## src/rtl/fetch_unit.sv

```systemverilog
// Instruction-fetch stage: owns the PC and drives a synchronous-read instruction
// memory. It also loads the IF/ID pipeline register, holds it through hazard
// stalls and squashes the wrong-path slot on a branch/jump redirect.
//
// Handshake: there is no valid/ready pair here. stall=1 means "IF/ID is not
// consumed this cycle". redirect_valid=1 is a one-cycle command that wins over
// stall. if_id_valid qualifies if_id_inst/if_id_pc_plus1.
module fetch_unit #(
    parameter int unsigned ADDR_W   = 11,
    parameter int unsigned DATA_W   = 32,
    parameter int unsigned RESET_PC = 0
) (
    input  logic              clock,
    input  logic              reset,
    input  logic              stall,
    input  logic              redirect_valid,
    input  logic [ADDR_W-1:0] redirect_pc,
    output logic [ADDR_W-1:0] mem_addr,
    input  logic [DATA_W-1:0] mem_inst,
    output logic [DATA_W-1:0] if_id_inst,
    output logic [ADDR_W-1:0] if_id_pc_plus1,
    output logic              if_id_valid,
    output logic [31:0]       fetch_count,
    output logic [31:0]       stall_count
);

    localparam logic [ADDR_W-1:0] RST_PC = ADDR_W'(RESET_PC);
    localparam logic [ADDR_W-1:0] ONE    = ADDR_W'(1);

    // pc_q: next address to fetch; fetch_pc_q: address whose data is on mem_inst.
    logic [ADDR_W-1:0] pc_q, pc_d;
    logic [ADDR_W-1:0] fetch_pc_q, fetch_pc_d;
    logic              fetch_valid_q, fetch_valid_d;
    logic [DATA_W-1:0] if_id_inst_q, if_id_inst_d;
    logic [ADDR_W-1:0] if_id_pc_plus1_q, if_id_pc_plus1_d;
    logic              if_id_valid_q, if_id_valid_d;
    logic [31:0]       fetch_count_q, fetch_count_d;
    logic [31:0]       stall_count_q, stall_count_d;

    // Memory address: a stall replays fetch_pc_q so mem_inst stays stable.
    always_comb begin
        if (reset) begin
            mem_addr = RST_PC;
        end else if (redirect_valid) begin
            mem_addr = redirect_pc;
        end else if (stall) begin
            mem_addr = fetch_pc_q;
        end else begin
            mem_addr = pc_q;
        end
    end

    // Next-state: redirect beats stall beats normal advance (reset is in the flop block).
    always_comb begin
        pc_d             = pc_q;
        fetch_pc_d       = fetch_pc_q;
        fetch_valid_d    = fetch_valid_q;
        if_id_inst_d     = if_id_inst_q;
        if_id_pc_plus1_d = if_id_pc_plus1_q;
        if_id_valid_d    = if_id_valid_q;
        fetch_count_d    = fetch_count_q;
        stall_count_d    = stall_count_q;
        if (redirect_valid) begin
            // Squash whatever is on mem_inst; link value in IF/ID is left as is.
            fetch_pc_d    = redirect_pc;
            fetch_valid_d = 1'b1;
            pc_d          = redirect_pc + ONE;
            if_id_inst_d  = '0;
            if_id_valid_d = 1'b0;
        end else if (stall) begin
            stall_count_d = stall_count_q + 32'd1;
        end else begin
            fetch_pc_d       = pc_q;
            fetch_valid_d    = 1'b1;
            pc_d             = pc_q + ONE;
            if_id_inst_d     = fetch_valid_q ? mem_inst : '0;
            if_id_pc_plus1_d = fetch_pc_q + ONE;
            if_id_valid_d    = fetch_valid_q;
            fetch_count_d    = fetch_count_q + 32'(fetch_valid_q);
        end
    end

    // State registers with synchronous reset that overrides stall and redirect.
    always_ff @(posedge clock) begin
        if (reset) begin
            pc_q             <= RST_PC;
            fetch_pc_q       <= RST_PC;
            fetch_valid_q    <= 1'b0;
            if_id_inst_q     <= '0;
            if_id_pc_plus1_q <= '0;
            if_id_valid_q    <= 1'b0;
            fetch_count_q    <= '0;
            stall_count_q    <= '0;
        end else begin
            pc_q             <= pc_d;
            fetch_pc_q       <= fetch_pc_d;
            fetch_valid_q    <= fetch_valid_d;
            if_id_inst_q     <= if_id_inst_d;
            if_id_pc_plus1_q <= if_id_pc_plus1_d;
            if_id_valid_q    <= if_id_valid_d;
            fetch_count_q    <= fetch_count_d;
            stall_count_q    <= stall_count_d;
        end
    end

    assign if_id_inst     = if_id_inst_q;
    assign if_id_pc_plus1 = if_id_pc_plus1_q;
    assign if_id_valid    = if_id_valid_q;
    assign fetch_count    = fetch_count_q;
    assign stall_count    = stall_count_q;

endmodule

```

## config.mk

```make
export PLATFORM = sky130hd
export DESIGN_NAME = fetch_unit
export DESIGN_NICKNAME = d
export VERILOG_FILES = /design/src/rtl/fetch_unit.sv
export SDC_FILE = /design/constraint.sdc
export NUM_CORES = 1
export LEC_CHECK = 0
export ABC_AREA = 1
export CAP_MARGIN = 40
export CORE_ASPECT_RATIO = 2
export CORE_MARGIN = 2
export CORE_UTILIZATION = 50
export CTS_BUF_LIST = sky130_fd_sc_hd__clkbuf_2 sky130_fd_sc_hd__clkbuf_4 sky130_fd_sc_hd__clkbuf_8
export CTS_CLUSTER_SIZE = 16
export DETAILED_ROUTE_END_ITERATION = 10
export PLACE_DENSITY = 0.84
export SYNTH_ARGS = -nofsm -noshare
export SYNTH_HDL_FRONTEND = slang
export SYNTH_SLANG_ARGS = --single-unit
```

## constraint.sdc

```tcl
create_clock -name clock -period 1.9 [get_ports clock]
set_clock_uncertainty 0.05 [all_clocks]
set_input_delay 0.285 -clock clock [delete_from_list [all_inputs] [get_ports clock]]
set_output_delay 0.285 -clock clock [all_outputs]
set_load 0.05 [all_outputs]
```

# --- Word level (Yosys, flattened, before mapping) ---
# Cells that the tools add are included.
word_totals:
  latchBits: 0
  ff_bits: 131
  mem_bits_rw: 0
  romBits: 0
  wordCells: 27
  in_bits: 47
  mem_count: 0
classes:
  order_cmp: 0
  eq_ne: 1
  n_div: 0
  reduce_logical: 3
  n_mux: 8
  mul: 0
  n_shift: 0
  addsub: 5
  bitwise_logic: 2
op_table:
  columns: ["op", "n"]
  rows:
  - ["$mux W11", 5]
  - ["$add A11 B1 Y11 const B", 3]
  - ["$add A32 B1 Y32", 1]
  - ["$add A32 B1 Y32 const B", 1]
  - ["$mux W32", 1]
  - ["$reduce_and A2 Y1", 2]
  - ["$mux W1", 2]
  - ["$ne A2 B1 Y1 const B", 1]
  - ["$not A1 Y1", 2]
  - ["$reduce_or A2 Y1", 1]

# --- Longest topological paths before layout ---
logic_depth:
  ltp_word: 3
  mapped_depth: 12
  mapped_depth_nobuf: 12

# --- Least setup slack after synthesis ---
# No wires, ideal clock.
synth_path:
  kind: "register to register"
  startpoint: "register fetch_count_q[0] (netlist: fetch_count[0])"
  endpoint: "register fetch_count_q[26] (netlist: fetch_count[26])"
  t_arrival_ns: 1.902
  stages_incl_launch_ff: 12
  path_slack_ns: -0.180
  t_required_ns: 1.722
  setup_time_ns: 0.128
  synth_period_minus_slack_ns: 2.080
  path_cell_list: "dfxtp_1 ha_1 ha_1 nand3_1 nor2_4 nand2_2 nor2_2 nand3_2 nor2_1 nand2_1 nand2_1 nor2_1"
synth_via:
  elab_chain_len: 1
synth_lines:
  columns: ["element", "line", "source"]
  rows:
  - ["start: declaration", "37", "logic [31:0] fetch_count_q, fetch_count_d;"]
  - ["start signal: assignment", "101", "fetch_count_q <= fetch_count_d;"]
  - ["$add A32 B1 Y32", "79", "fetch_count_d = fetch_count_q + 32'(fetch_valid_q);"]
# Every way passes these cells.
# A chain may end at the register's enable or synchronous reset.

# --- Worst setup path in the final report ---
layout_path:
  startpoint: "input port redirect_valid"
  endpoint: "output port mem_addr[6]"
layout_via:
  elab_chain_len: 2
layout_lines:
  columns: ["element", "line", "source"]
  rows:
  - ["start: declaration", "16", "input logic redirect_valid,"]
  - ["$mux W11", "44", "end else if (redirect_valid) begin"]
  - ["$mux W11", "42", "if (reset) begin"]
  - ["end: declaration", "18", "output logic [ADDR_W-1:0] mem_addr,"]
# Every way passes these cells.

==> results.py <==
metrics = {
    "outcome": {
        "status": "finished clean",
    },
    "drt": {
        "drtIter0Drc": 343,
        "postRouteAntennaNets": 0,
        "vias": 6689,
        "routed_wl_um": 17900,
        "dr.pass1.iters": 5,
        "route.detailed.drc": 0,
        "vias_per_cell": 5.18,
        "routedWlPerCell_um": 13.9,
    },
    "logic_synthesis": {
        "synthXorXnorAreaFrac": 0.0277,
        "seq_area_frac_synth": 0.414,
        "synth_area_um2": 6330,
        "synth_top_family_by_area": "simple AND/OR/NAND/NOR gates",
        "synth.distinct_cells": 43,
        "synthArstFlopShare": 0,
        "synth_warnings": 0,
        "synth_top_cells_by_count": "250 x nand2_1, 135 x nor2_1, 131 x dfxtp_1",
        "ys_ff_latch": 131,
        "synth_compound_area_frac": 0.115,
        "ys.flop_type": "dfxtp_1",
        "yosys.area_share.simple": 0.342,
        "synth.area.top_cells": "dfxtp_1 41%, nand2_1 15%, nor2_1 8.0%, inv_1 6.2%, a21oi_1 5.1%",
        "yosysTopAreaCell": "dfxtp_1",
        "synth.most_common_cell": "nand2_1",
        "synth_top_area_frac": 0.414,
        "syn-num-nets": 975,
        "synthAdderAreaFrac": 0.0119,
        "synth-edff-count": 0,
        "syn_inst": 922,
        "synth_area_per_cell_um2": 6.87,
        "muxShareOfSynthArea": 0,
    },
    "timing": {
        "slew_violations": 0,
        "rsz0062_at_grt": "true",
        "worst_slew_pin_slew_ps": 530,
        "relSlewSlack": 0.648,
        "hold_viol_final": 0,
        "finalSetupViolations": 0,
        "fmax_ghz": 0.537,
        "min_period_ps": 1860,
        "period_share": 0.979,
        "hold_ws_ps": 348,
    },
    "min_path": {
        "hp-class": "input pin to flip-flop",
        "hold-path-cell-count": 3,
    },
    "pwr": {
        "total_leakage_power_nw": 4.06,
        "total_power_mw": 6.36,
        "powerDensity_nw_per_um2": 714,
        "max-vdd-ir-drop_mv": 0.689,
    },
    "floorplanning": {
        "ioPinCount": 166,
        "dieWidth_um": 83.6,
        "die_area_um2": 13600,
        "fp-row-count": 58,
        "initial_core_util": 0.507,
        "core-area_um2": 12500,
        "die_y_um": 163,
    },
    "clock_network": {
        "numCtsBuffers": 17,
        "hold_buffers": 0,
        "clock_latency_ps": 430,
        "clkTransAtPathRegs_ps": 80,
        "cts_tree": "yes",
        "cts_max_path_buffers": 2,
        "cts_htree_levels": 4,
        "clock_sinks": 131,
        "root_buffer": "clkbuf_8",
    },
    "setup_path": {
        "worst-path-buf-inv": 6,
        "cp-startpoint": "redirect_valid",
        "crit_chain": "dlygate4sd2_1 -> buf_6 -> buf_4 -> nand2_2 -> buf_4 -> o21ai_0 -> o21ai_1 -> inv_2 -> buf_12",
        "worst_path_max_delay_cell": "dlygate4sd2_1",
        "r2r_start": "fetch_valid_q$_SDFFE_PP0N_",
        "arrival_ps": 1530,
        "endpoint": "mem_addr[6]",
        "rr_worst_depth": 12,
        "r2r_setup_slack_ps": 150,
        "cp.required_ps": 1560,
        "cp-end-kind": "primary output",
        "timing_worst_setup_path_type": "input pin to primary output",
        "crit_family": "buffers and inverters",
        "path_depth": 9,
        "startpoint_type": "input pin",
        "critPathMostFrequentCell": "buf_4",
        "r2r-end": "fetch_count[30]$_SDFFE_PP0P_",
        "cp_max_fo": 9,
        "cpPeakStageDelay_ps": 240,
    },
    "final_layout": {
        "nets": 1181,
        "utilization": 0.714,
        "instances_no_fill": 1291,
        "area_growth_pct": 40.7,
        "finalInstanceArea_um2": 8910,
        "drive_gt1_frac": 0.167,
        "antennaDiodeCount": 0,
    },
    "global_routing": {
        "grt_start_max_net_pins": 34,
        "grt_overflow": 0,
        "grt_pass1_wl_um": 29100,
        "grt_pass1_vias": 6537,
        "antenna_found_initial": 0,
        "grtUsageTotal": 0.262,
    },
    "placed_design": {
        "routabilityCongestion": 0.937,
        "placed_area_um2": 8440,
        "placedCellCount": 1255,
        "dp_hpwl_um": 13300,
        "port-buffer-count": 165,
    },
    "job": {
        "cap_violations": 0,
    },
}
[routing by layer]
layer / share of wire / GRT usage / wire length [um]
met5: 0 / 0 / 0
met4: 0.042 / 0.141 / 750
met3: 0.056 / 0.0586 / 1000
met2: 0.56 / 0.508 / 10100
met1: 0.34 / 0.249 / 6050
[registers in the layout (all words and copies together) (netlist names)]
| signal | cells |
|---|---|
| if_id_valid | 1 |
| fetch_pc_q | 11 |
| pc_q | 11 |
| fetch_valid_q | 1 |
| stall_count | 32 |
| if_id_inst | 32 |
| if_id_pc_plus1 | 11 |
| fetch_count | 32 |
[report_power, final]
part	switching (mW)	total [mW]	internal, mW
Sequential	0.0487	2.86	2.81
Combinational	0.477	0.806	0.329
Clock	1.17	2.69	1.52
Total	1.70	6.36	4.67
[cells in the final DEF (no fill, tap or decap), types with 33 or more instances in the layout]
cell,Yosys,final
nand2_1,250,249
nor2_1,135,133
dfxtp_1,131,127
inv_1,104,100
buf_4,1,94
a21oi_1,65,65
dlygate4sd2_1,0,62
o21ai_0,54,48
clkdlybuf4s50_1,0,44
nand3_1,33,33
[how the worst min path moves through the flow]
| stage | endpoint | slack (ps) | start |
|---|---|---|---|
| after detailed placement | if_id_inst[2]$_SDFFE_PP0N_ | 400 | if_id_inst[2]$_SDFFE_PP0N_ |
| after CTS | if_id_inst[18]$_SDFFE_PP0N_ | 330 | mem_inst[18] |
| after global routing | if_id_inst[21]$_SDFFE_PP0N_ | 350 | mem_inst[21] |
| after floorplan | if_id_inst[3]$_SDFFE_PP0N_ | 380 | mem_inst[3] |
| after global placement | if_id_inst[2]$_SDFFE_PP0N_ | 390 | if_id_inst[2]$_SDFFE_PP0N_ |
| final | if_id_inst[7]$_SDFFE_PP0N_ | 350 | mem_inst[7] |
[final cells by class]
type	count	area (um^2)
multi-input cells	653	3190
clock inverters	13	196
repair buffers	218	2030
inverters	107	414
well taps	150	188
fillers	1023	3570
flip-flops and latches	131	2630
clock buffers	19	262
[kinds of logic after synthesis]
logic type	count (synthesis)
AOI/OAI and AO/OA	137
xor gates and xnor gates	20
adders and majority gates	6
buffers and inverters	138
DFF	131
and+or+nand+nor	490
[tightest hold or removal path, cell delays in order]
cell	delay (ps)
clkdlybuf4s50_1	390
nand2_1	60
a21oi_1	50
[repair_timing]
| action | in CTS | in global routing |
|---|---|---|
| buffers inserted | 3 | 1 |
| endpoints found under the setup margin | 72 | 15 |
| resized for setup | 77 | 13 |
| pin swaps | 4 | 1 |
[per-stage QoR]
step	worst slack, ps	TNS [ps]
3_3_place_gp	-286	-10230
5_1_grt	-22.4	-29.1
4_1_cts	17.5	0
6_report	39.0	0
3_5_place_dp	-302	-12530
2_1_floorplan	19.8	0
Note: power is estimated with default switching activity, not from simulation.
